===== src/rtl/mux_scan_sequencer_pkg.sv =====
// Shared types and widths for the mux scan sequencer and its select counter.
package mux_scan_sequencer_pkg;

  typedef enum logic [1:0] {
    IDLE = 2'd0,
    SCAN = 2'd1,
    DONE = 2'd2
  } state_t;

  localparam int IDX_W = 3;
  localparam int CNT_W = 4;

endpackage


===== src/rtl/mux_scan_sequencer_sel_counter.sv =====
// Select index / dwell counter: holds each index DWELL enabled cycles, stops at the last index.
module sel_counter_3b
  import mux_scan_sequencer_pkg::*;
#(
  parameter int DWELL = 1
) (
  input  logic             clk,
  input  logic             rst,
  input  logic             en,
  input  logic             clr,
  output logic [IDX_W-1:0] idx,
  output logic             tc
);

  localparam logic [CNT_W-1:0] DWELL_LAST = CNT_W'(DWELL - 1);
  localparam logic [IDX_W-1:0] IDX_LAST   = '1;

  logic [CNT_W-1:0] cnt;

  always_ff @(posedge clk or posedge rst) begin
    if (rst) begin
      idx <= '0;
      cnt <= '0;
    end else if (clr) begin
      idx <= '0;
      cnt <= '0;
    end else if (en) begin
      if (cnt == DWELL_LAST) begin
        cnt <= '0;
        // the last index is never wrapped; it parks until the next clear
        if (idx != IDX_LAST) idx <= idx + 1'b1;
      end else begin
        cnt <= cnt + 1'b1;
      end
    end
  end

  assign tc = (cnt == DWELL_LAST) && (idx == IDX_LAST);

endmodule


===== src/rtl/mux_scan_sequencer.sv =====
// Scans a captured byte through a downstream 8:1 mux by stepping its select code.
// Optional MUX_SCAN_HOLD_EN adds a hold input that freezes the scan while asserted.
module mux_scan_sequencer
  import mux_scan_sequencer_pkg::*;
#(
  parameter int DWELL = 1
) (
  input  logic       clk,
  input  logic       rst,
`ifdef MUX_SCAN_HOLD_EN
  input  logic       hold,
`endif
  input  logic       load,
  input  logic [7:0] din,
  output logic       ready,
  output logic [7:0] I,
  output logic       S2,
  output logic       S1,
  output logic       S0,
  output logic       sel_valid,
  output logic       done
);
  // state | meaning
  // IDLE  | waiting for load, word and last select held
  // SCAN  | stepping select 000..111, DWELL cycles each
  // DONE  | one-cycle completion pulse

  state_t state, state_nxt;
  logic [IDX_W-1:0] idx;
  logic tc, cnt_en, cnt_clr, scan_hold, accept;

`ifdef MUX_SCAN_HOLD_EN
  assign scan_hold = hold;
`else
  assign scan_hold = 1'b0;
`endif

  assign accept  = (state == IDLE) && load;
  assign cnt_en  = (state == SCAN) && !scan_hold;
  assign cnt_clr = accept;

  sel_counter_3b #(.DWELL(DWELL)) u_sel_counter (
    .clk (clk),
    .rst (rst),
    .en  (cnt_en),
    .clr (cnt_clr),
    .idx (idx),
    .tc  (tc)
  );

  always_ff @(posedge clk or posedge rst) begin
    if (rst) state <= IDLE;
    else     state <= state_nxt;
  end

  always_comb begin
    state_nxt = state;
    case (state)
      IDLE:    if (load) state_nxt = SCAN;
      SCAN:    if (cnt_en && tc) state_nxt = DONE;
      DONE:    state_nxt = IDLE;
      default: state_nxt = IDLE;
    endcase
  end

  always_comb begin
    ready     = 1'b0;
    sel_valid = 1'b0;
    done      = 1'b0;
    case (state)
      IDLE:    ready     = 1'b1;
      SCAN:    sel_valid = 1'b1;
      DONE:    done      = 1'b1;
      default: ready     = 1'b0;
    endcase
  end

  always_ff @(posedge clk or posedge rst) begin
    if (rst)         I <= 8'h00;
    else if (accept) I <= din;
  end

  assign {S2, S1, S0} = idx;

endmodule

===== config.mk =====
export PLATFORM = sky130hd
export DESIGN_NAME = mux_scan_sequencer
export DESIGN_NICKNAME = d
export VERILOG_FILES = /design/src/rtl/mux_scan_sequencer_pkg.sv /design/src/rtl/mux_scan_sequencer_sel_counter.sv /design/src/rtl/mux_scan_sequencer.sv
export SDC_FILE = /design/constraint.sdc
export NUM_CORES = 1
export LEC_CHECK = 0
export BUFFER_PORTS_ARGS = -buffer_cell sky130_fd_sc_hd__buf_2
export CAP_MARGIN = 25
export CORE_MARGIN = 1
export CORE_UTILIZATION = 40
export DETAILED_ROUTE_END_ITERATION = 8
export SETUP_SLACK_MARGIN = 0.5
export SLEW_MARGIN = 20
export SYNTH_ARGS = -nofsm -noshare
export SYNTH_HDL_FRONTEND = slang
export SYNTH_SLANG_ARGS = --single-unit

===== constraint.sdc =====
create_clock -name clk -period 4.45 [get_ports clk]
set_clock_uncertainty 0.2 [all_clocks]
set_input_delay 0.89 -clock clk [delete_from_list [all_inputs] [get_ports clk]]
set_output_delay 0.89 -clock clk [all_outputs]
set_load 0.01 [all_outputs]

==> results of run 1 <==
[metrics by stage]
stage          std cells  cell area, µm²  total power [W]  utilization
2_1_floorplan         83             807         0.000448            -
3_3_place_gp         131             956         0.000531        0.531
3_5_place_dp         131             956         0.000538        0.531
4_1_cts              135             983         0.000624        0.546
5_1_grt              135             983         0.000678        0.546
6_report             135             983         0.000615        0.546
[path summary, 6_finish.rpt]
check	endpoint	slack (ns)	cells past startpoint
worst max-delay path	sel_valid	2.12	3
worst min-delay path	I[7]	0.28	2
min in group asynchronous	I[7]	0.47	2
worst min register to register	I[7]	0.28	2
worst max register to register	u_sel_counter.idx[2]	2.65	5
max in group asynchronous	I[5]	3.14	2
[worst reg2reg max path, cell delays in order, from the launching register on]
cell	delay (ns)
sky130_fd_sc_hd__dfrtp_1	0.42
sky130_fd_sc_hd__inv_1	0.08
sky130_fd_sc_hd__ha_1	0.17
sky130_fd_sc_hd__nor3b_1	0.37
sky130_fd_sc_hd__nand2_1	0.19
sky130_fd_sc_hd__a31o_2	0.28
[power by group through the flow]
stage / combinational [W] / sequential, W / clock [W]
global placement: 0.000258 / 0.000273 / 0
global route: 0.000303 / 0.000282 / 0.0000934
CTS: 0.000265 / 0.000273 / 0.0000865
floorplan: 0.000158 / 0.000290 / 0
finish: 0.000260 / 0.000273 / 0.0000817
detailed placement: 0.000263 / 0.000275 / 0
[Yosys cell counts]
| library cell | n | area share |
|---|---|---|
| sky130_fd_sc_hd__xor2_1 | 1 | 0.011 |
| sky130_fd_sc_hd__or3b_1 | 1 | 0.011 |
| sky130_fd_sc_hd__o21ai_0 | 2 | 0.012 |
| sky130_fd_sc_hd__and2b_1 | 1 | 0.0093 |
| sky130_fd_sc_hd__dfrtp_1 | 17 | 0.53 |
| sky130_fd_sc_hd__a31o_2 | 2 | 0.022 |
| sky130_fd_sc_hd__a21oi_1 | 1 | 0.0062 |
| sky130_fd_sc_hd__or3b_2 | 1 | 0.011 |
| sky130_fd_sc_hd__nor3b_2 | 1 | 0.016 |
| sky130_fd_sc_hd__mux2i_1 | 1 | 0.012 |
| sky130_fd_sc_hd__inv_1 | 5 | 0.023 |
| sky130_fd_sc_hd__nand2b_4 | 1 | 0.017 |
| sky130_fd_sc_hd__ha_1 | 4 | 0.062 |
| sky130_fd_sc_hd__nor3b_1 | 2 | 0.019 |
| sky130_fd_sc_hd__nor2_1 | 2 | 0.0093 |
| sky130_fd_sc_hd__nor2b_1 | 1 | 0.0078 |
| sky130_fd_sc_hd__a21o_1 | 1 | 0.0093 |
| sky130_fd_sc_hd__o31ai_1 | 1 | 0.0093 |
| sky130_fd_sc_hd__nand3_1 | 3 | 0.019 |
| sky130_fd_sc_hd__or4_4 | 1 | 0.014 |
| sky130_fd_sc_hd__nand2_1 | 29 | 0.13 |
| sky130_fd_sc_hd__and3_1 | 2 | 0.016 |
| sky130_fd_sc_hd__buf_2 | 2 | 0.012 |
| sky130_fd_sc_hd__a21oi_2 | 1 | 0.011 |
[layout by cell type, fill, tap and decap left out, types with 3 or more instances in the layout]
cell                       instances
sky130_fd_sc_hd__ha_1              4
sky130_fd_sc_hd__buf_2            24
sky130_fd_sc_hd__dfrtp_1          17
sky130_fd_sc_hd__nand3_1           3
sky130_fd_sc_hd__nand2_1          29
sky130_fd_sc_hd__inv_1             5
sky130_fd_sc_hd__clkbuf_4          3
[final cells by class]
| cell class | instances | area [µm²] | share of cell area |
|---|---|---|---|
| clock inverter | 1 | 5.00 | 0.00509 |
| clock buffer | 3 | 22.5 | 0.0229 |
| tap | 25 | 31.3 | 0.0318 |
| timing repair buffer | 25 | 128 | 0.130 |
| multi-input combinational | 59 | 353 | 0.359 |
| sequential | 17 | 425 | 0.433 |
| inverter | 5 | 18.8 | 0.0191 |
[registers in the layout, indices dropped and copies added, names as in the netlist]
name and flops:
u_sel_counter.cnt 4, u_sel_counter.idx 3, state 2, I 8
[kinds of logic after synthesis]
group                      count (synthesis)
AOI/OAI and AO/OA                          8
xor gates and xnor gates                   1
adders and majority gates                  4
buffers and inverters                      7
DFF                                       17
muxes                                      1
and+or+nand+nor                           45
[routing by layer]
layer  GRT usage  wire length [µm]  up-vias  share of wire
li1            -                 -      323              -
met1       0.205               763      292           0.50
met2       0.264               713       14           0.46
met3      0.0346                50        2          0.032
met4      0.0857                13        0         0.0084
met5           0                 0        -              0
==> flow_metrics.py, run 1 <==
metrics = {
    "worst_setup_path": {
        "cp_slowest_stage_delay_ns": 0.45,
        "worst_path_slowest_cell": "sky130_fd_sc_hd__dfrtp_1",
        "path_buf_inv": 2,
        "cp-start-kind": "flop",
        "timing.critical_path.fanout_max": 7,
        "timing.critical_path.cells": "nand2b_4 -> inv_1 -> buf_2",
        "crit-reg2reg-launch": "u_sel_counter.cnt[0]",
        "cp_data_arrival_time_ns": 1.24,
        "timing.setup.critical_path_class": "flop to primary output",
        "worst_ep_required_time_ns": 3.36,
        "worstSetupEndpointType": "primary output",
        "critical_path.startpoint": "state[1]",
        "worst_path_dominant_cell_family": "flip-flops",
    },
    "placement": {
        "port_buffers": 24,
        "hpwl_um": 1080,
        "place_ws_ns": 2.33,
        "gpl.final_weighted_congestion": 0.758,
    },
    "power_and_ir_drop": {
        "worst_ir_drop_on_vdd_uv": 325,
        "power_report.internal_total_w": 0.000378,
        "clock_power_share": 0.133,
        "power_frac_comb": 0.423,
        "power.sequential.fraction": 0.444,
        "power_density_nw_per_um2": 625,
        "power_switching_w": 0.000237,
        "cellLeakagePower_nw": 0.550,
        "power.switching_fraction": 0.385,
    },
    "logic_synthesis": {
        "synth_simple_gate_area_share": 0.282,
        "post_synth_xor_area_fraction": 0.0109,
        "synth.cell_area_um2": 807,
        "ys_warn_count": 0,
        "syn_inst": 83,
        "yosys_register_bits": 17,
        "post_synth_mux_area_share": 0.0124,
        "ys_types": 24,
        "synthAdderAreaFrac": 0.0620,
        "synth_sequential_area_ratio": 0.527,
        "mappedNetlistNets": 98,
        "synth_top_family_by_area": "simple AND/OR/NAND/NOR gates",
        "avgSynthCellArea_um2": 9.72,
        "synth_compound_area_frac": 0.0698,
    },
    "clock_network": {
        "clock_sink_count": 17,
        "post_cts.repair.setup_buffers": 0,
        "clk_latency_ns": 0.29,
        "post_cts_resize_count": 0,
        "ctsHoldBuffers": 0,
        "tritoncts.num_buffers": 3,
        "cts_tree": "done",
        "ctsRootBufferMaster": "sky130_fd_sc_hd__clkbuf_4",
        "cts.htree.levels": 1,
        "cts_clock_pin_slew_for_the_worst_setup_and_hold_paths_ns": 0.11,
        "cts_max_path_buffers": 2,
    },
    "floorplanning": {
        "die_wd_um": 46.9,
        "fp.coreArea_um2": 1800,
        "fp-row-count": 15,
        "effective_utilization_at_floorplan": 0.448,
        "floorplan.die_area_um2": 2200,
        "die-height_um": 46.9,
        "top_level_ports": 25,
    },
    "timing": {
        "max_frequency_mhz": 430,
        "worst-slew-pin-transition_ns": 0.664,
        "period_minus_slack_ns": 2.33,
        "final_report_hold_violation_count": 0,
        "slew_headroom": 0.557,
        "fin_crit_sh": 0.523,
        "setup_tns_ns": 0,
        "fin_hold_ws_ns": 0.280,
        "postLayoutSetupSlackWorst_ns": 2.12,
        "setup-violations-final": 0,
        "final_max_slew_viol_count": 0,
        "rsz_0062_raised_after_global_routing": "no",
    },
    "route": {
        "routed_wire_length_per_instance_um": 11.4,
        "length_of_the_first_detailed_routing_pass_in_iterations": 3,
        "post-route-drc-count": 0,
        "drt.antenna.violating_nets": 0,
        "drt-vias-per-instance": 4.67,
        "routed-via-count": 631,
        "wirelength_um": 1540,
        "initialDrtViolationCount": 7,
    },
    "hold_path": {
        "worst_hold_startpoint": "I[7]",
        "worst_hold_path_type": "flop to flop",
    },
    "cells_and_area": {
        "layout-drive-gt1-share": 0.327,
        "diodes": 0,
        "fin_nets": 126,
        "filler_cell_count": 193,
        "area_growth_syn_to_layout_pct": 21.9,
    },
    "global_routing": {
        "wire_length_of_the_first_global_routing_pass_um": 2460,
        "gr-usage-all-layers": 0.163,
        "antenna_found_initial": 0,
        "vias_in_the_first_global_route": 593,
        "grt_start_max_net_pins": 18,
        "globalRouteOverflowTotal": 0,
    },
    "outcome": {
        "outcome": "complete, no violations",
    },
    "job": {
        "max_cap_violations": 0,
    },
}
Note: power is estimated with default switching activity, not from simulation.
==> inputs of run 2 (changes only) <==
Settings changed: ABC_AREA set to 1, PLACE_DENSITY set to 0.67.
Clock period 4.45 ns to 2 ns, I/O delays scaled along.
==> run 2 against run 1 <==
The run now ends with negative hold slack left. First-iteration DRC count grew 29%. Non-clock buffer count up 5. Cell count is 8.9% higher. Via count up 12%. Synthesized area increased by 1.2%. Worst hold slack got worse by 0.30 ns. Critical path type unchanged.
==> flow_metrics.py, run 2 <==
metrics = {
    "logic_synthesis": {
        "number_of_enable_flip_flop_cells_after_synthesis": 0,
        "synth.most_common_cell": "sky130_fd_sc_hd__nand2_1",
        "synth.cell_area_um2": 817,
        "synth_cell_count_leaders": "sky130_fd_sc_hd__nand2_1 (26), sky130_fd_sc_hd__dfrtp_1 (17), sky130_fd_sc_hd__nand3_1 (13), sky130_fd_sc_hd__inv_1 (8), sky130_fd_sc_hd__nand4_1 (7)",
        "synth_area_leaders": "sky130_fd_sc_hd__dfrtp_1 (52%), sky130_fd_sc_hd__nand2_1 (12%), sky130_fd_sc_hd__nand3_1 (8.0%)",
        "synth_sequential_area_ratio": 0.521,
        "yosys_register_bits": 17,
        "ys_warn_count": 0,
        "post-synth-top-area-fraction": 0.521,
        "ys_types": 15,
        "syn_inst": 90,
        "avgSynthCellArea_um2": 9.08,
        "async_reset_ff_frac": 1.00,
        "mappedNetlistNets": 105,
        "ys.flop_type": "sky130_fd_sc_hd__dfrtp_1",
        "yosysTopAreaCell": "sky130_fd_sc_hd__dfrtp_1",
    },
    "cells_and_area": {
        "finalInstanceArea_um2": 1060,
        "largest_registers": "I x8, u_sel_counter.cnt x4, u_sel_counter.idx x3",
        "area_growth_syn_to_layout_pct": 29.7,
        "largest_register_ffs": 8,
        "layout-drive-gt1-share": 0.352,
        "fin_nets": 138,
        "instances_no_fill": 147,
        "diodes": 0,
        "final_common_cell": "sky130_fd_sc_hd__nand2_1",
        "highest_count_cells_in_the_layout_ignoring_fill_and_taps": "sky130_fd_sc_hd__nand2_1 (25), sky130_fd_sc_hd__buf_2 (22), sky130_fd_sc_hd__dfrtp_1 (16)",
        "registers.top_by_ff_count": "I",
    },
    "worst_setup_path": {
        "critical_path.most_common_cell": "sky130_fd_sc_hd__buf_6",
        "cp-start-kind": "flop",
        "timing.setup.critical_path_class": "flop to primary output",
        "cp_slowest_stage_delay_ns": 0.41,
        "worstSetupEndpointType": "primary output",
        "worst_path_slowest_cell": "sky130_fd_sc_hd__dfrtp_1",
        "cp_data_arrival_time_ns": 1.04,
        "path_buf_inv": 2,
        "worst_path_dominant_cell_family": "flip-flops",
        "worst_ep_required_time_ns": 1.40,
        "timing.critical_path.fanout_max": 3,
        "timing.critical_path.cells": "buf_6 -> nor2_4 -> buf_6",
    },
    "placement": {
        "dpl.cell_count": 137,
        "gpl.final_weighted_congestion": 0.819,
        "port_buffers": 24,
        "hpwl_um": 1120,
        "place_area_um2": 952,
    },
    "clock_network": {
        "tritoncts.num_buffers": 3,
        "ctsHoldBuffers": 0,
        "clock_sink_count": 17,
        "cts_tree": "done",
        "cts_max_path_buffers": 2,
        "ctsRootBufferMaster": "sky130_fd_sc_hd__clkbuf_4",
        "clk_latency_ns": 0.29,
        "cts.htree.levels": 1,
        "cts_clock_pin_slew_for_the_worst_setup_and_hold_paths_ns": 0.10,
    },
    "global_routing": {
        "wire_length_of_the_first_global_routing_pass_um": 2860,
        "grt_start_max_net_pins": 20,
        "globalRouteOverflowTotal": 0,
        "vias_in_the_first_global_route": 686,
        "antenna_found_initial": 0,
        "gr-usage-all-layers": 0.189,
    },
    "job": {
        "max_cap_violations": 0,
    },
    "power_and_ir_drop": {
        "power.sequential.fraction": 0.388,
        "report.power.total_w": 0.00137,
        "power_density_nw_per_um2": 1290,
        "power_report.internal_total_w": 0.000827,
        "clock_power_share": 0.135,
        "power.switching_fraction": 0.395,
        "cellLeakagePower_nw": 0.582,
        "power_frac_comb": 0.477,
        "worst_ir_drop_on_vdd_uv": 745,
        "power_switching_w": 0.000540,
    },
    "route": {
        "length_of_the_first_detailed_routing_pass_in_iterations": 4,
        "drt-vias-per-instance": 4.81,
        "routed_wire_length_per_instance_um": 11.5,
        "initialDrtViolationCount": 9,
        "wirelength_um": 1690,
        "routed-via-count": 707,
        "drt.antenna.violating_nets": 0,
        "post-route-drc-count": 0,
    },
    "floorplanning": {
        "top_level_ports": 25,
        "die_wd_um": 47.2,
        "floorplan.die_area_um2": 2230,
        "die-height_um": 47.2,
        "fp-row-count": 15,
        "effective_utilization_at_floorplan": 0.449,
        "fp.coreArea_um2": 1820,
    },
    "timing": {
        "final_report_hold_violation_count": 17,
        "final_max_slew_viol_count": 0,
        "rsz_0062_raised_after_global_routing": "yes",
        "worst-slew-pin-transition_ns": 0.649,
        "setup_tns_ns": 0,
        "fin_crit_sh": 0.819,
        "max_frequency_mhz": 611,
        "slew_headroom": 0.567,
        "setup-violations-final": 0,
        "fin_hold_ws_ns": -0.0193,
        "period_minus_slack_ns": 1.64,
    },
    "outcome": {
        "outcome": "complete, but fails checks",
        "failed_checks": "negative hold slack",
    },
    "hold_path": {
        "worst_hold_path_type": "primary input to asynchronous set/reset pin",
    },
}
[run 2: logic make-up (layout without fill, tap and decap cells)]
| family | after synthesis | count (layout) | share of synthesized area |
|---|---|---|---|
| AOI/OAI and AO/OA | 4 | 4 | 0.0245 |
| xor gates and xnor gates | 1 | 1 | 0.0107 |
| adders and majority gates | 4 | 4 | 0.0613 |
| buffers and inverters | 10 | 42 | 0.0567 |
| DFF | 17 | 17 | 0.521 |
| and+or+nand+nor | 54 | 54 | 0.326 |
[run 2: repair_timing]
action / CTS / global route
hold endpoints to repair: 0 / 0
endpoints found under the setup margin: 7 / 12
cloned: 0 / 0
buffers inserted: 5 / 1
gates resized for setup: 6 / 5
pin swaps: 5 / 5
[run 2: worst reg2reg max path, stage by stage (launching register included)]
cell                      delay (ns)
sky130_fd_sc_hd__dfrtp_1        0.41
sky130_fd_sc_hd__buf_6          0.13
sky130_fd_sc_hd__nor2_4         0.09
sky130_fd_sc_hd__buf_4          0.20
sky130_fd_sc_hd__nand2_8        0.12
sky130_fd_sc_hd__nand2_1        0.12
sky130_fd_sc_hd__o21ai_0        0.09
[run 2: metal layers]
metal	wire length, µm	vias to the layer above	track usage
li1	-	363	-
met1	805	319	0.249
met2	790	23	0.289
met3	77	2	0.0462
met4	14	0	0.0971
met5	0	-	0
[run 2: area by class of cell]
| cell class | count | area, µm² |
|---|---|---|
| Inverter | 8 | 30.0 |
| Sequential cell | 17 | 427 |
| Tap cell | 25 | 31.3 |
| Timing Repair Buffer | 30 | 181 |
| Multi-Input combinational cell | 63 | 364 |
| Clock buffer | 4 | 26.3 |
| Fill cell | 173 | 761 |
[run 2: worst paths after layout]
kind / start / to / slack, ns / cells after the start
max: state[0] / ready / 0.36 / 3
min: rst / state[0] / -0.02 / 2
max reg2reg: state[0] / u_sel_counter.cnt[0] / 0.51 / 6
min reg2reg: I[0] / I[0] / 0.28 / 2
max in group asynchronous: rst / state[1] / 1.17 / 2
min in group clk: din[2] / I[2] / 0.13 / 3
[run 2: metrics by stage]
stage / setup slack, ns / hold WS (ns) / util
5_1_grt: 0.318 / 0.0400 / 0.582
3_3_place_gp: 0.502 / 0.249 / 0.523
3_5_place_dp: 0.412 / 0.256 / 0.523
2_1_floorplan: 0.516 / 0.126 / -
4_1_cts: 0.345 / 0.0112 / 0.573
6_report: 0.363 / -0.0193 / 0.582
[run 2: power groups by stage]
stage	Clock [W]	Combinational (W)	Sequential (W)
finish	0.000184	0.000652	0.000531
floorplan	0	0.000287	0.000590
global route	0.000205	0.000731	0.000551
CTS	0.000188	0.000641	0.000532
global placement	0	0.000512	0.000537
detailed placement	0	0.000523	0.000543
==> inputs of run 3 (changes only) <==
Settings changed: ABC_AREA 1 to 0, PLACE_DENSITY 0.67 to unset.
Clock period 2 ns to 1.7 ns, I/O delays scaled along.
==> run 3 against run 2 <==
The flow now finishes without violations. Clock power up 22%. Setup slack worse by 0.32 ns. Combinational power up 78%. Global-route usage up 1.2 points. Critical path type unchanged. Largest power group unchanged.
==> flow_metrics.py, run 3 (synthesis results as in run 1) <==
metrics = {
    "timing": {
        "setup_tns_ns": 0,
        "final_report_hold_violation_count": 0,
        "period_minus_slack_ns": 1.65,
        "rsz_0062_raised_after_global_routing": "yes",
        "final_max_slew_viol_count": 0,
        "max_frequency_mhz": 605,
        "worst-slew-pin-transition_ns": 0.272,
        "fin_crit_sh": 0.972,
        "fin_hold_ws_ns": 0.0330,
        "slew_headroom": 0.818,
        "setup-violations-final": 0,
    },
    "job": {
        "max_cap_violations": 0,
    },
    "worst_setup_path": {
        "path_buf_inv": 2,
        "timing.critical_path.fanout_max": 4,
        "worst_ep_required_time_ns": 1.16,
        "timing.setup.critical_path_class": "flop to primary output",
        "worst_path_slowest_cell": "sky130_fd_sc_hd__dfrtp_1",
        "cp_slowest_stage_delay_ns": 0.42,
        "worstSetupEndpointType": "primary output",
        "cp-start-kind": "flop",
        "timing.critical_path.cells": "buf_6 -> and2b_1 -> buf_2",
        "cp_data_arrival_time_ns": 1.11,
        "worst_path_dominant_cell_family": "flip-flops",
    },
    "cells_and_area": {
        "registers.top_by_ff_count": "I",
        "fin_nets": 147,
        "finalInstanceArea_um2": 1270,
        "area_growth_syn_to_layout_pct": 57.1,
        "diodes": 0,
        "final_common_cell": "sky130_fd_sc_hd__nand2_1",
        "largest_registers": "I x8, u_sel_counter.cnt x4, u_sel_counter.idx x3",
        "layout-drive-gt1-share": 0.542,
        "highest_count_cells_in_the_layout_ignoring_fill_and_taps": "sky130_fd_sc_hd__nand2_1 (27), sky130_fd_sc_hd__buf_2 (22), sky130_fd_sc_hd__dfrtp_1 (16), sky130_fd_sc_hd__buf_4 (16), sky130_fd_sc_hd__buf_6 (7)",
        "largest_register_ffs": 8,
    },
    "clock_network": {
        "cts_tree": "done",
        "tritoncts.num_buffers": 3,
        "cts_max_path_buffers": 2,
        "clk_latency_ns": 0.29,
        "clock_sink_count": 17,
        "cts.htree.levels": 1,
        "cts_clock_pin_slew_for_the_worst_setup_and_hold_paths_ns": 0.11,
        "ctsRootBufferMaster": "sky130_fd_sc_hd__clkbuf_4",
    },
    "placement": {
        "place_area_um2": 1030,
        "gpl.final_weighted_congestion": 0.703,
        "port_buffers": 24,
        "hpwl_um": 1170,
    },
    "power_and_ir_drop": {
        "cellLeakagePower_nw": 0.676,
        "clock_power_share": 0.106,
        "power_switching_w": 0.000799,
        "power_density_nw_per_um2": 1670,
        "power_report.internal_total_w": 0.00132,
        "power_frac_comb": 0.548,
        "power.sequential.fraction": 0.346,
        "report.power.total_w": 0.00212,
        "worst_ir_drop_on_vdd_uv": 935,
        "power.switching_fraction": 0.377,
    },
    "global_routing": {
        "vias_in_the_first_global_route": 686,
        "globalRouteOverflowTotal": 0,
        "gr-usage-all-layers": 0.202,
        "antenna_found_initial": 0,
        "grt_start_max_net_pins": 18,
        "wire_length_of_the_first_global_routing_pass_um": 3080,
    },
    "floorplanning": {
        "die-height_um": 46.9,
        "top_level_ports": 25,
        "floorplan.die_area_um2": 2200,
        "effective_utilization_at_floorplan": 0.448,
        "die_wd_um": 46.9,
        "fp.coreArea_um2": 1800,
        "fp-row-count": 15,
    },
    "route": {
        "routed_wire_length_per_instance_um": 12.4,
        "wl_met2_um": 981,
        "length_of_the_first_detailed_routing_pass_in_iterations": 1,
        "drt-vias-per-instance": 4.68,
        "detailroute.wirelength.met3_um": 57,
        "met1Wirelength_um": 881,
        "highest_layer": "met4",
        "wirelength_um": 1940,
        "post-route-drc-count": 0,
        "drt.antenna.violating_nets": 0,
        "initialDrtViolationCount": 0,
        "routed-via-count": 730,
    },
    "outcome": {
        "outcome": "complete, no violations",
    },
    "hold_path": {
        "worst_hold_path_type": "primary input to flop",
    },
}
[run 3: cell count changes in the layout (fill, tap and decap cells not counted), moves of 2 or more]
cell | before | now
sky130_fd_sc_hd__a21oi_2 | 0 | 2
sky130_fd_sc_hd__a31o_2 | 0 | 2
sky130_fd_sc_hd__and3_1 | 0 | 2
sky130_fd_sc_hd__buf_4 | 5 | 16
sky130_fd_sc_hd__buf_6 | 3 | 7
sky130_fd_sc_hd__ha_4 | 0 | 2
sky130_fd_sc_hd__inv_1 | 7 | 2
sky130_fd_sc_hd__nand2_1 | 25 | 27
sky130_fd_sc_hd__nand3_1 | 13 | 2
sky130_fd_sc_hd__nand4_1 | 7 | 0
sky130_fd_sc_hd__nor2_4 | 2 | 0
sky130_fd_sc_hd__nor3b_4 | 0 | 3
[run 3: layout make-up]
type                       instances  area [µm²]
fill                             156         534
multi-input combinational         59         442
inverter                           5        21.3
timing repair buffer              46         319
clock inverter                     1        5.00
tap                               25        31.3
sequential                        17         427
clock buffer                       3        22.5
[run 3: power by group through the flow]
stage | Sequential, W | Clock [W] | Combinational, W
detailed placement | 0.000738 | 0 | 0.000787
floorplan | 0.000780 | 0 | 0.000492
global placement | 0.000731 | 0 | 0.000760
finish | 0.000733 | 0.000224 | 0.00116
CTS | 0.000732 | 0.000226 | 0.00103
global route | 0.000757 | 0.000247 | 0.00128
[run 3: path summary, 6_finish.rpt]
check / from / to / slack [ns] / cells after the start
setup / recovery: state[1] / done / 0.05 / 3
hold / removal: din[2] / I[2] / 0.03 / 3
setup reg to reg: u_sel_counter.idx[0] / u_sel_counter.idx[1] / 0.08 / 5
hold reg to reg: I[6] / I[6] / 0.28 / 2
max in group asynchronous: rst / state[0] / 0.72 / 4
min in group asynchronous: rst / I[1] / 0.38 / 4
[run 3: worst register-to-register path, cell delays in order (launching register included)]
cell and delay, ns:
sky130_fd_sc_hd__dfrtp_1 0.41, sky130_fd_sc_hd__ha_2 0.20, sky130_fd_sc_hd__ha_4 0.17, sky130_fd_sc_hd__nor3b_4 0.22, sky130_fd_sc_hd__nand2_2 0.10, sky130_fd_sc_hd__a31o_2 0.21
[run 3: through the flow]
| stage | cells | util | setup slack [ns] |
|---|---|---|---|
| after floorplan | 83 | - | 0.0649 |
| after global placement | 134 | 0.570 | 0.0836 |
| after detailed placement | 134 | 0.570 | 0.0242 |
| after CTS | 153 | 0.683 | 0.0531 |
| after global routing | 156 | 0.703 | 0.0135 |
| final | 156 | 0.703 | 0.0472 |
[run 3: metal layers]
| layer | vias up | track usage |
|---|---|---|
| met5 | - | 0 |
| met2 | 12 | 0.350 |
| met3 | 2 | 0.0231 |
| li1 | 369 | - |
| met1 | 347 | 0.260 |
| met4 | 0 | 0.0686 |
[run 3: what timing repair did]
item	4_1_cts	5_1_grt
hold endpoints to repair	17	0
pin swaps	8	4
hold buffers	1	0
resized for setup	13	8
endpoints found under the setup margin	31	31
gates cloned	1	0
buffers inserted	13	3
